$ cat src/rtl/demux_pkg.sv
// demux_pkg: shared widths and channel index type for the demux router
package demux_pkg;
  localparam int WIDTH = 16;
  localparam int NCH = 4;
  localparam int SEL_W = 2;
  typedef logic [SEL_W-1:0] chan_idx_t;
endpackage

$ cat src/rtl/demux_slot.sv
// demux_slot: one-entry output register with valid flag; refill wins over drain
module demux_slot #(
  parameter int WIDTH = 16
) (
  input  logic             clk,
  input  logic             rst_n,
  input  logic             load,
  input  logic [WIDTH-1:0] data,
  input  logic             drain,
  output logic             valid,
  output logic [WIDTH-1:0] q
);
  always_ff @(posedge clk) begin
    if (!rst_n) begin
      valid <= 1'b0;
      q <= '0;
    end else begin
      if (load) q <= data;
      valid <= load | (valid & ~drain);
    end
  end
endmodule

$ cat src/rtl/sixteen_one_by_four_demux_router.sv
// sixteen_one_by_four_demux_router: routes one input stream to four buffered channels by select or round-robin
module sixteen_one_by_four_demux_router
  import demux_pkg::*;
#(
  parameter int WIDTH = demux_pkg::WIDTH
) (
  input  logic                 clk,
  input  logic                 rst_n,
  input  logic                 in_valid,
  output logic                 in_ready,
  input  logic [WIDTH-1:0]     in_data,
  input  logic [1:0]           in_sel,
  input  logic                 auto_mode,
  output logic [NCH*WIDTH-1:0] out_data,
  output logic [NCH-1:0]       out_valid,
  input  logic [NCH-1:0]       out_ready,
  output logic [1:0]           rr_ptr,
  output logic [15:0]          xfer_count
);
  chan_idx_t target;
  logic accept;
  assign target = auto_mode ? rr_ptr : in_sel;
  assign in_ready = ~out_valid[target] | out_ready[target];
  assign accept = in_valid & in_ready;
  for (genvar k = 0; k < NCH; k++) begin : g_slot
    demux_slot #(.WIDTH(WIDTH)) u_slot (
      .clk(clk),
      .rst_n(rst_n),
      .load(accept && target == chan_idx_t'(k)),
      .data(in_data),
      .drain(out_ready[k]),
      .valid(out_valid[k]),
      .q(out_data[k*WIDTH +: WIDTH])
    );
  end
  // rr_ptr only advances on an actual accept, so a blocked target stalls auto mode in order
  always_ff @(posedge clk) begin
    if (!rst_n) begin
      rr_ptr <= '0;
      xfer_count <= '0;
    end else begin
      if (accept && auto_mode) rr_ptr <= rr_ptr + 2'd1;
      if (accept) xfer_count <= xfer_count + 16'd1;
    end
  end
endmodule
$ cat config.mk
export PLATFORM = sky130hd
export DESIGN_NAME = sixteen_one_by_four_demux_router
export DESIGN_NICKNAME = d
export VERILOG_FILES = /design/src/rtl/demux_pkg.sv /design/src/rtl/demux_slot.sv /design/src/rtl/sixteen_one_by_four_demux_router.sv
export SDC_FILE = /design/constraint.sdc
export NUM_CORES = 1
export LEC_CHECK = 0
export ABC_AREA = 0
export ABC_CLOCK_PERIOD_IN_PS = 1800
export BUFFER_PORTS_ARGS = -buffer_cell sky130_fd_sc_hd__buf_4
export CORE_UTILIZATION = 46
export DETAILED_ROUTE_END_ITERATION = 8
export GPL_ROUTABILITY_DRIVEN = 0
export HOLD_SLACK_MARGIN = 0.02
export PLACE_DENSITY_LB_ADDON = 0.1
export SLEW_MARGIN = 40
export SYNTH_ARGS = -nofsm -noshare
export SYNTH_HDL_FRONTEND = slang
export SYNTH_HIERARCHICAL = 1
export SYNTH_SLANG_ARGS = --single-unit
export TNS_END_PERCENT = 5
$ cat constraint.sdc
create_clock -name clk -period 1.8 [get_ports clk]
set_input_delay 0.36 -clock clk [delete_from_list [all_inputs] [get_ports clk]]
set_output_delay 0.36 -clock clk [all_outputs]
set_load 0.03 [all_outputs]
* After elaboration in Yosys (flattened, before gate mapping)
Cells that the tools add are included.
** Storage, ports and cells
- Bits of input ports :: 26
- Output and inout bits :: 87
- Bits in registers :: 86
- Logic and storage cells :: 42
** Cells by class
- Add/sub/neg operators :: 2
- Magnitude comparators :: 1
- Reduce and logical (&&, ||, !) cells :: 6
- Eq/ne operators :: 3
- Bitwise operators :: 15
- Multiplexer cells :: 5
** Operators by type and width (count)
- $add 16x1->16 const B :: 1
- $and 1x1->1 :: 5
- $logic_and 1x1->1 :: 5
- $not 1->1 :: 5
- $or 1x1->1 :: 5
- $bmux 1 s2 :: 2
- $eq 2x2->1 const B :: 2
- $lt 2x3->1 const B :: 1
- $add 2x1->2 const B :: 1
- $eq 2x1->1 const B :: 1
- $logic_not 2->1 :: 1
- $mux 1 :: 2
- $mux 2 :: 1

* Depth between registers and ports, before layout
Gate-level depths: netlist of run 1.
- Depth after elaboration :: 8
- Mapped depth :: 8
- Mapped depth without buffers :: 6

* Hierarchy
The synthesis of run 1 kept the hierarchy.
** By module, submodules not included
- demux_slot :: cells an instance 54, instances 4, area each 649.4 um^2, seq. area each 340.3 um^2
- sixteen_one_by_four_demux_router :: cells an instance 124, instances 1, area each 1002.2 um^2, seq. area each 360.3 um^2

* Worst setup path before layout of run 1
Ideal clock, no wire load.
- Path kind :: register to register
- From :: register rr_ptr[1]
- To :: register xfer_count[8]
- Arrival time :: 1.810 ns
- Setup time :: 0.072 ns
- Stages on the path, launching flop included :: 6
- Slack :: -0.082 ns
- Required time :: 1.728 ns
- Cells stage by stage :: dfxtp_1 mux2_4 mux2i_4 a22oi_2 or4_1 a21oi_1
** Between the ends
- Longest elaborated chain between the ends :: 6
- Elaborated cells on any way between the ends :: 8
- Those cells by class :: 5 x mux; 3 x bitwise
** RTL lines
- start, declared :: RTL line sixteen_one_by_four_demux_router.sv:17 : output logic [1:0] rr_ptr,
- start signal, assigned :: RTL line sixteen_one_by_four_demux_router.sv:42 : if (accept && auto_mode) rr_ptr <= rr_ptr + 2'd1;
- $mux 2 (*) :: RTL line sixteen_one_by_four_demux_router.sv:22 : assign target = auto_mode ? rr_ptr : in_sel;
- $bmux 1 s2 :: RTL line sixteen_one_by_four_demux_router.sv:23 : assign in_ready = ~out_valid[target] | out_ready[target];
- $mux 1 (not written as such) :: RTL line sixteen_one_by_four_demux_router.sv:23
- $not 1->1 :: RTL line sixteen_one_by_four_demux_router.sv:23
- $or 1x1->1 (*) :: RTL line sixteen_one_by_four_demux_router.sv:23
- $and 1x1->1 (*) :: RTL line sixteen_one_by_four_demux_router.sv:24 : assign accept = in_valid & in_ready;
- end signal, assigned :: RTL line sixteen_one_by_four_demux_router.sv:43 : if (accept) xfer_count <= xfer_count + 16'd1;
- end, declared :: RTL line sixteen_one_by_four_demux_router.sv:18 : output logic [15:0] xfer_count
Every way passes the cells marked *; elsewhere a longest branch is shown, timed or not. The select of a mux whose other input is x is not followed.
A chain may end at the register's enable or synchronous reset.

* Final worst setup path of run 1
- From :: register rr_ptr[0]
- To :: output in_ready
** Between the ends
- Longest elaborated chain between the ends :: 5
- Elaborated cells on any way between the ends :: 7
- Those cells by class :: 5 x mux; 2 x bitwise
** RTL lines
- $mux 2 (*) :: RTL line sixteen_one_by_four_demux_router.sv:22
- $bmux 1 s2 :: RTL line sixteen_one_by_four_demux_router.sv:23
- $mux 1 (not written as such) :: RTL line sixteen_one_by_four_demux_router.sv:23
- $not 1->1 :: RTL line sixteen_one_by_four_demux_router.sv:23
- $or 1x1->1 (*) :: RTL line sixteen_one_by_four_demux_router.sv:23
- end, declared :: RTL line sixteen_one_by_four_demux_router.sv:10 : output logic in_ready,
Marks and branches as above.

==> results of run 1 <==
placed cells by master (no fill, tap or decap), types with 3 or more instances in the layout:
cell,netlist,final
nand3_1,6,6
nor2_1,11,7
nor2b_1,73,72
o21ai_0,12,12
mux2i_1,70,67
dfxtp_1,86,84
buf_6,6,4
or3_1,9,9
nand2_1,11,9
a21oi_1,15,12
nor2_4,0,3
o21a_1,4,4
o31ai_1,3,3
a21oi_2,0,3
mux2i_4,1,3
inv_1,4,4
nand4_1,3,3
clkbuf_8,0,11
buf_12,4,3
buf_4,0,132
through the flow:
stage	power [mW]	setup WS, ns	hold slack [ns]
2_1_floorplan	2.47	-0.00111	0.488
3_5_place_dp	2.74	-0.302	0.486
4_1_cts	4.13	-0.108	0.284
3_3_place_gp	2.73	-0.215	0.480
5_1_grt	4.28	-0.168	0.290
6_report	4.10	-0.0838	0.291
cell usage after synthesis (2+ instances only):
cell type | n | area share, %
dfxtp_1 | 86 | 48
nor2b_1 | 73 | 13
mux2i_1 | 70 | 19
a21oi_1 | 15 | 2.1
o21ai_0 | 12 | 1.7
nand2_1 | 11 | 1.1
nor2_1 | 11 | 1.1
or3_1 | 9 | 1.6
buf_6 | 6 | 1.9
nand3_1 | 6 | 0.83
clkbuf_1 | 5 | 0.52
buf_12 | 4 | 2.2
inv_1 | 4 | 0.42
o21a_1 | 4 | 0.83
or3_2 | 4 | 0.83
nand4_1 | 3 | 0.52
o31ai_1 | 3 | 0.63
or4_1 | 3 | 0.63
xor2_1 | 2 | 0.49
cell type report:
class	count	share of cell area, %
clock buffer	11	3.06
clock inverter	5	1.16
inverter	5	0.379
multi-input combinational	234	35.9
sequential	86	34.8
tap	99	2.50
timing repair buffer	139	22.1
state kept, by name, summed over array words and instances (netlist names):
name and flops:
g_slot.u_slot/q 64, g_slot.u_slot/valid 4, xfer_count 16, rr_ptr 2
critical path, delay by kind of cell (launching register included):
kind	cells	cell delay (ns)
buf+inv	2	0.30
flops	1	0.33
mux	2	0.38
simple gates	2	0.16
kinds of logic after synthesis:
logic type               share of synthesized area [%]
buffers and inverters                             5.14
AO/OA/AOI/OAI                                     5.80
AND/OR/NAND/NOR                                   19.9
adder cells (fa/ha/maj)                          0.348
XOR/XNOR                                         0.487
multiplexers                                      20.5
flip-flops                                        47.8
report_power, final:
part,switching [mW],internal [mW],total [mW]
combinational,0.380,0.319,0.699
clock,0.674,0.717,1.39
sequential,0.0391,1.97,2.01
worst max path at each step:
stage,startpoint,to,slack [ns],cells after the start
after floorplan,rr_ptr[0]$_SDFFE_PN0P_,xfer_count[1]$_SDFFE_PN0P_,-0.001,7
after global placement,auto_mode,xfer_count[8]$_SDFFE_PN0P_,-0.22,7
after detailed placement,auto_mode,xfer_count[12]$_SDFFE_PN0P_,-0.30,7
after CTS,rr_ptr[0]$_SDFFE_PN0P_,in_ready,-0.11,6
after global routing,rr_ptr[0]$_SDFFE_PN0P_,in_ready,-0.17,6
final,rr_ptr[0]$_SDFFE_PN0P_,in_ready,-0.08,6
routing by layer:
metal	up-vias	part of all wire, %	global-route usage (%)
li1	1439	-	-
met1	1319	47	26.1
met2	88	46	31.9
met3	9	5.7	4.88
met4	0	1.3	8.47
met5	-	0	0
repair_timing:
item                       4_1_cts  5_1_grt
pin swaps                        7        5
buffers inserted                 1        0
gates cloned                     0        0
gates resized for setup          8       14
setup endpoints to repair       11       67
==> key figures, run 1 <==
Status
  • Outcome: finished with violations
  • Failing checks: setup timing

Global routing
  • GRT overflow: 0
  • Vias in the first global route: 2703
  • GR Util All Layers: 20.2%
  • Initial antenna violation count: 0
  • First-pass GRT wire length: 13200 µm
  • Largest net degree at the start of global routing: 54

Die
  • Die height: 90.5 µm
  • Initial Util: 48.6%
  • Die ar.: just over 8000 µm²
  • Die Wd: 90.5 µm
  • FP Rows: 31
  • Io pins: 113
  • Core Region: 7410 µm²

Worst setup path
  • Crit Path Max Fanout: 2
  • Worst setup EP type: primary output
  • Reg2reg setup slack: -0.05 ns
  • Crit path kind: reg2out
  • Worst reg2reg path startpoint: rr_ptr[1]$_SDFFE_PN0P_
  • CP startpoint kind: flop
  • WP data required: 1.44 ns
  • Max incr delay on CP: 0.33 ns
  • Most frequent CP cell: nand2_1
  • Reg-to-reg endpoint: xfer_count[12]$_SDFFE_PN0P_
  • Worst path slowest cell: dfxtp_2
  • Crit path cell chain: mux2i_2 -> buf_4 -> mux2i_1 -> nand2_1 -> nand2_1 -> buf_6
  • Worst path arrival time: roughly 1.5 ns
  • R2r worst-path depth: 6

Flow run
  • Max cap viols: 0

Clocking
  • Clock sinks: 86
  • CTS tree: built
  • Clock-pin transition on the worst setup and hold timing paths: 0.09 ns
  • Cts hold-fix bufs: 0
  • Clk buf depth: 2
  • CTS Buf Count: 9
  • Root Driver: clkbuf_8
  • H-tree depth: 3
  • Latest clock arrival within the worst-skew pair: about 0.35 ns

Route
  • Total Wirelength: 8020 µm
  • Vias/cell: 4.93
  • Remaining DRCs: 0
  • WL/cell: around 14 µm
  • Vias: around 2900
  • First-iteration detailed-routing DRC count: 69
  • DRT Pass-1 Iters: 4
  • Final antenna-violating net count: 0

Placed design
  • IO Port Bufs: about 110
  • Dpl hpwl: 5720 µm
  • Post-Place Cell Area: 4640 µm²
  • Placed insts: 562

STA
  • Pin slew with the least headroom to its limit: 0.545 ns
  • Max Slew Vio Count: 0
  • F_max: around 0.53 GHz
  • Tcrit/Tclk final: 105%
  • Final Hold Viols: 0
  • Setup-failing EPs final: 7
  • Post-route setup slack: -0.0838 ns
  • Setup TNS: -0.248 ns
  • RSZ-0062 raised after global routing: yes
  • Skew final: 0.0110 ns
  • Relative slew slack: 63.4%
  • Crit path time final: approximately 1.9 ns

Power
  • Leak: about 2 nW
  • VDD IR max: 0.484 mV
  • Power Density: a little over 800 nW/µm²

Cells and area
  • Filler Cells Inserted: 616
  • Area growth, synth to finish: 37.5%
  • Post-Layout Cell Count: 579
  • Nets: 502
  • Share of cells above drive strength 1: 37.3%
  • # diodes: 0
  • Area of the multi-input gates: 1780 µm²
  • Register area: 1720 µm²
  • Finished Core Util: between 60% and 70%
  • Final Cell Area: 4950 µm²

Min path
  • Hold Crit Depth: 3
  • Hold Crit Class: in2reg
  • Min-delay src: in_data[4]
  • Worst Hold End: g_slot[3].u_slot/q[4]$_SDFFE_PN0P_

Synthesis
  • Warnings from Yosys: 6
  • Netlist cell types: 28
  • Syn Nets: 367
  • Yosys reg bits: 86
  • EDFF count, synth: 0
  • Dominant synthesized flop cell: dfxtp_1
  • Post-synthesis async set-or-reset flop share: 0%
  • Post-synthesis sequential area ratio: 47.8%
  • Post-Syn Area: 3600 µm²
  • Post-Syn Area per Cell: between 10 and 15 µm²
  • Cells after Synth: 340
Power figures use the tool's default switching activity.
==> inputs of run 2 (changes only) <==
--- a/config.mk
+++ b/config.mk
@@ -5,7 +5,7 @@
 export SDC_FILE = /design/constraint.sdc
 export NUM_CORES = 1
 export LEC_CHECK = 0
-export ABC_AREA = 0
+export ABC_AREA = 1
 export ABC_CLOCK_PERIOD_IN_PS = 1800
 export BUFFER_PORTS_ARGS = -buffer_cell sky130_fd_sc_hd__buf_4
 export CORE_UTILIZATION = 46
==> run 2 against run 1 <==
Against the previous run:
- the run now ends clean
- routed wire length rose by 24%
- combinational power up 15%
- synthesized cell count up 45%
- global-route usage rose by 4.5 points
- critical endpoint unchanged
==> key figures, run 2 <==
Status
  • Outcome: finished, final reports clean

Global routing
  • GR Util All Layers: 24.6%
  • Initial antenna violation count: 0
  • Vias in the first global route: 3328
  • Largest net degree at the start of global routing: 41
  • GRT overflow: 0
  • First-pass GRT wire length: between 15000 and 20000 µm

Min path
  • Hold Crit Depth: 3
  • Hold Crit Class: in2reg
  • Min-delay src: in_data[13]
  • Worst Hold End: g_slot[0].u_slot/q[13]$_SDFFE_PN0P_

Cells and area
  • Area growth, synth to finish: 35.5%
  • Reg with most FFs: g_slot.u_slot/q
  • Top flop regs: g_slot.u_slot/q (64), xfer_count (16), g_slot.u_slot/valid (4)
  • Finished Core Util: 64.7%
  • Nets: ~650
  • # diodes: 0
  • Area of the multi-input gates: 1740 µm²
  • Post-Layout Cell Count: 725
  • Most common cell after layout, fill and taps aside: nor2_1
  • Share of cells above drive strength 1: a little under a third
  • Filler Cells Inserted: 688
  • Register area: between 1500 and 2000 µm²
  • Max reg flops: 64
  • Most frequent cells in the layout: nor2_1 (140), buf_4 (129), dfxtp_1 (84), o21ai_0 (61), nand2_1 (53)

Worst setup path
  • Worst setup EP type: primary output
  • Reg2reg setup slack: 0.10 ns
  • WP data required: around 1.4 ns
  • Worst reg2reg path startpoint: rr_ptr[0]$_SDFFE_PN0P_
  • Crit Path Max Fanout: 6
  • CP startpoint kind: flop
  • Critical path origin: rr_ptr[0]$_SDFFE_PN0P_
  • R2r worst-path depth: 13
  • Crit path kind: reg2out
  • Worst path arrival time: 1.41 ns
  • Reg-to-reg endpoint: g_slot[3].u_slot/q[14]$_SDFFE_PN0P_

Placed design
  • Dpl hpwl: 6880 µm
  • Placed insts: 704
  • IO Port Bufs: ~110

Power
  • VDD IR max: 0.630 mV
  • Power Density: 855 nW/µm²
  • Power share of the clock group: 32.8%
  • Combinational power share: 18.9%
  • Psw: 1.29 mW
  • Total Power: 4.27 mW
  • Design internal power: ~3.0 mW
  • Sw Share: 30.2%
  • Sequential Power Share: between 40% and 50%
  • Leak: 2.36 nW

Route
  • Routed length on met1: 4680 µm
  • Top Metal Used: met4
  • Remaining DRCs: 0
  • DRT Pass-1 Iters: 4
  • Met2 wire length: 4600 µm
  • WL/cell: approximately 14 µm
  • Final antenna-violating net count: 0
  • Total Wirelength: 9950 µm
  • Vias: 3570
  • Met3 Wirelength: 602 µm
  • First-iteration detailed-routing DRC count: around 170
  • Vias/cell: 4.92

STA
  • Pin slew with the least headroom to its limit: 0.566 ns
  • Tcrit/Tclk final: 98.2%
  • Final Hold Viols: 0
  • Max Slew Vio Count: 0
  • Skew final: 0.0138 ns
  • F_max: 0.566 GHz
  • RSZ-0062 raised after global routing: yes
  • Hold slack: approximately 0.27 ns
  • Setup-failing EPs final: 0
  • Relative slew slack: about 62%
  • Crit path time final: 1.77 ns

Synthesis
  • Post-Synth Adder-Cell Area: 0.339%
  • Yosys reg bits: 86
  • Yosys top cell by area: dfxtp_1
  • Synth area leaders: dfxtp_1 (47%), nor2_1 (14%), o21ai_0 (8.3%)
  • XOR/XNOR Fraction of Synth Area: 1.66%
  • Post-Syn Area per Cell: about 7.5 µm²
  • Complex-gate fraction of the synthesized area: roughly 13%
  • Warnings from Yosys: 6
  • Count leader, synth: nor2_1
  • Post-synth top area share: a little under half
  • Post-synthesis async set-or-reset flop share: 0%
  • Simple-Gate Fraction of Synth Area: 30.7%
  • Dominant synthesized flop cell: dfxtp_1
  • Largest family of logic cells by synthesized area: simple AND/OR/NAND/NOR gates
  • Post-Syn Area: 3690 µm²
  • Cells after Synth: 492
  • Top cells by count, synth: nor2_1 (140), dfxtp_1 (86), o21ai_0 (61), nand2_1 (56), inv_1 (29)
  • EDFF count, synth: 0
  • Netlist cell types: 30
  • Mux cell area share after synthesis: 0%
  • Syn Nets: 519
  • Post-synthesis sequential area ratio: a little under half

Clocking
  • CTS tree: built
  • H-tree depth: 3
  • CTS Buf Count: 9
  • Clock sinks: 86
  • Cts hold-fix bufs: 0
  • Clock-pin transition on the worst setup and hold timing paths: 0.08 ns
  • Latest clock arrival within the worst-skew pair: 0.35 ns
  • Clk buf depth: 2
  • Root Driver: clkbuf_8

Die
  • Io pins: ~110
  • Die ar.: 8380 µm²
  • Die height: 91.5 µm
  • Die Wd: between 90 and 100 µm
  • FP Rows: 32
  • Core Region: 7730 µm²
  • Initial Util: 47.7%

Flow run
  • Max cap viols: 0
-- run 2: worst max-delay path, cell delays in order, from the launching register on --
cell and delay [ns]:
dfxtp_4 0.39, nand2_8 0.07, nand2_8 0.09, nand2_2 0.05, nand2_2 0.05, nand2_1 0.04, nand2_1 0.07, inv_2 0.04
nand2_4 0.11, buf_6 0.15
-- run 2: how the worst max path moves through the flow --
stage / end / slack, ns / cells after the start
4_1_cts: in_ready / 0.002 / 9
5_1_grt: in_ready / -0.05 / 9
3_5_place_dp: g_slot[0].u_slot/q[6]$_SDFFE_PN0P_ / -0.16 / 15
2_1_floorplan: g_slot[0].u_slot/q[10]$_SDFFE_PN0P_ / -0.12 / 13
3_3_place_gp: g_slot[0].u_slot/q[3]$_SDFFE_PN0P_ / -0.11 / 15
6_report: in_ready / 0.03 / 9
-- run 2: power by group through the flow --
stage	clock, mW	sequential [mW]	combinational [mW]
after CTS	1.44	2.06	0.794
final	1.40	2.06	0.806
after detailed placement	0	2.10	0.782
after global placement	0	2.10	0.773
after global routing	1.52	2.08	0.865
after floorplan	0	2.30	0.277
-- run 2: per-layer routing --
metal / track usage (%) / vias to the layer above
met5: 0 / -
met4: 8.07 / 0
met3: 6.11 / 4
met2: 38.4 / 85
met1: 33.2 / 1656
li1: - / 1825
-- run 2: logic make-up after synthesis --
group,after synthesis
xor gates and xnor gates,7
adders and majority gates,1
buffers and inverters,56
AOI/OAI and AO/OA,84
DFF,86
and+or+nand+nor,258
-- run 2: repair_timing --
| action | in CTS | in global routing |
|---|---|---|
| pin swaps | 4 | 4 |
| buffers inserted | 3 | 3 |
| gates resized for setup | 4 | 9 |
| setup endpoints to repair | 1 | 62 |
| endpoints found under the hold margin | 0 | 0 |
-- run 2: metrics by stage --
step / setup TNS [ns] / instance area, µm² / setup slack, ns
after floorplan: -2.64 / 3760 / -0.117
after global placement: -2.83 / 4710 / -0.114
after detailed placement: -5.96 / 4710 / -0.159
after CTS: 0 / 4950 / 0.00176
after global routing: -0.602 / 5000 / -0.0543
final: 0 / 5000 / 0.0333
-- run 2: cell type report --
class / instances / area share (%)
timing repair buffer: 134 / 20.7
clock inverter: 6 / 1.38
clock buffer: 10 / 2.75
sequential: 86 / 34.6
multi-input combinational: 350 / 34.8
inverter: 37 / 3.23
tap: 102 / 2.55
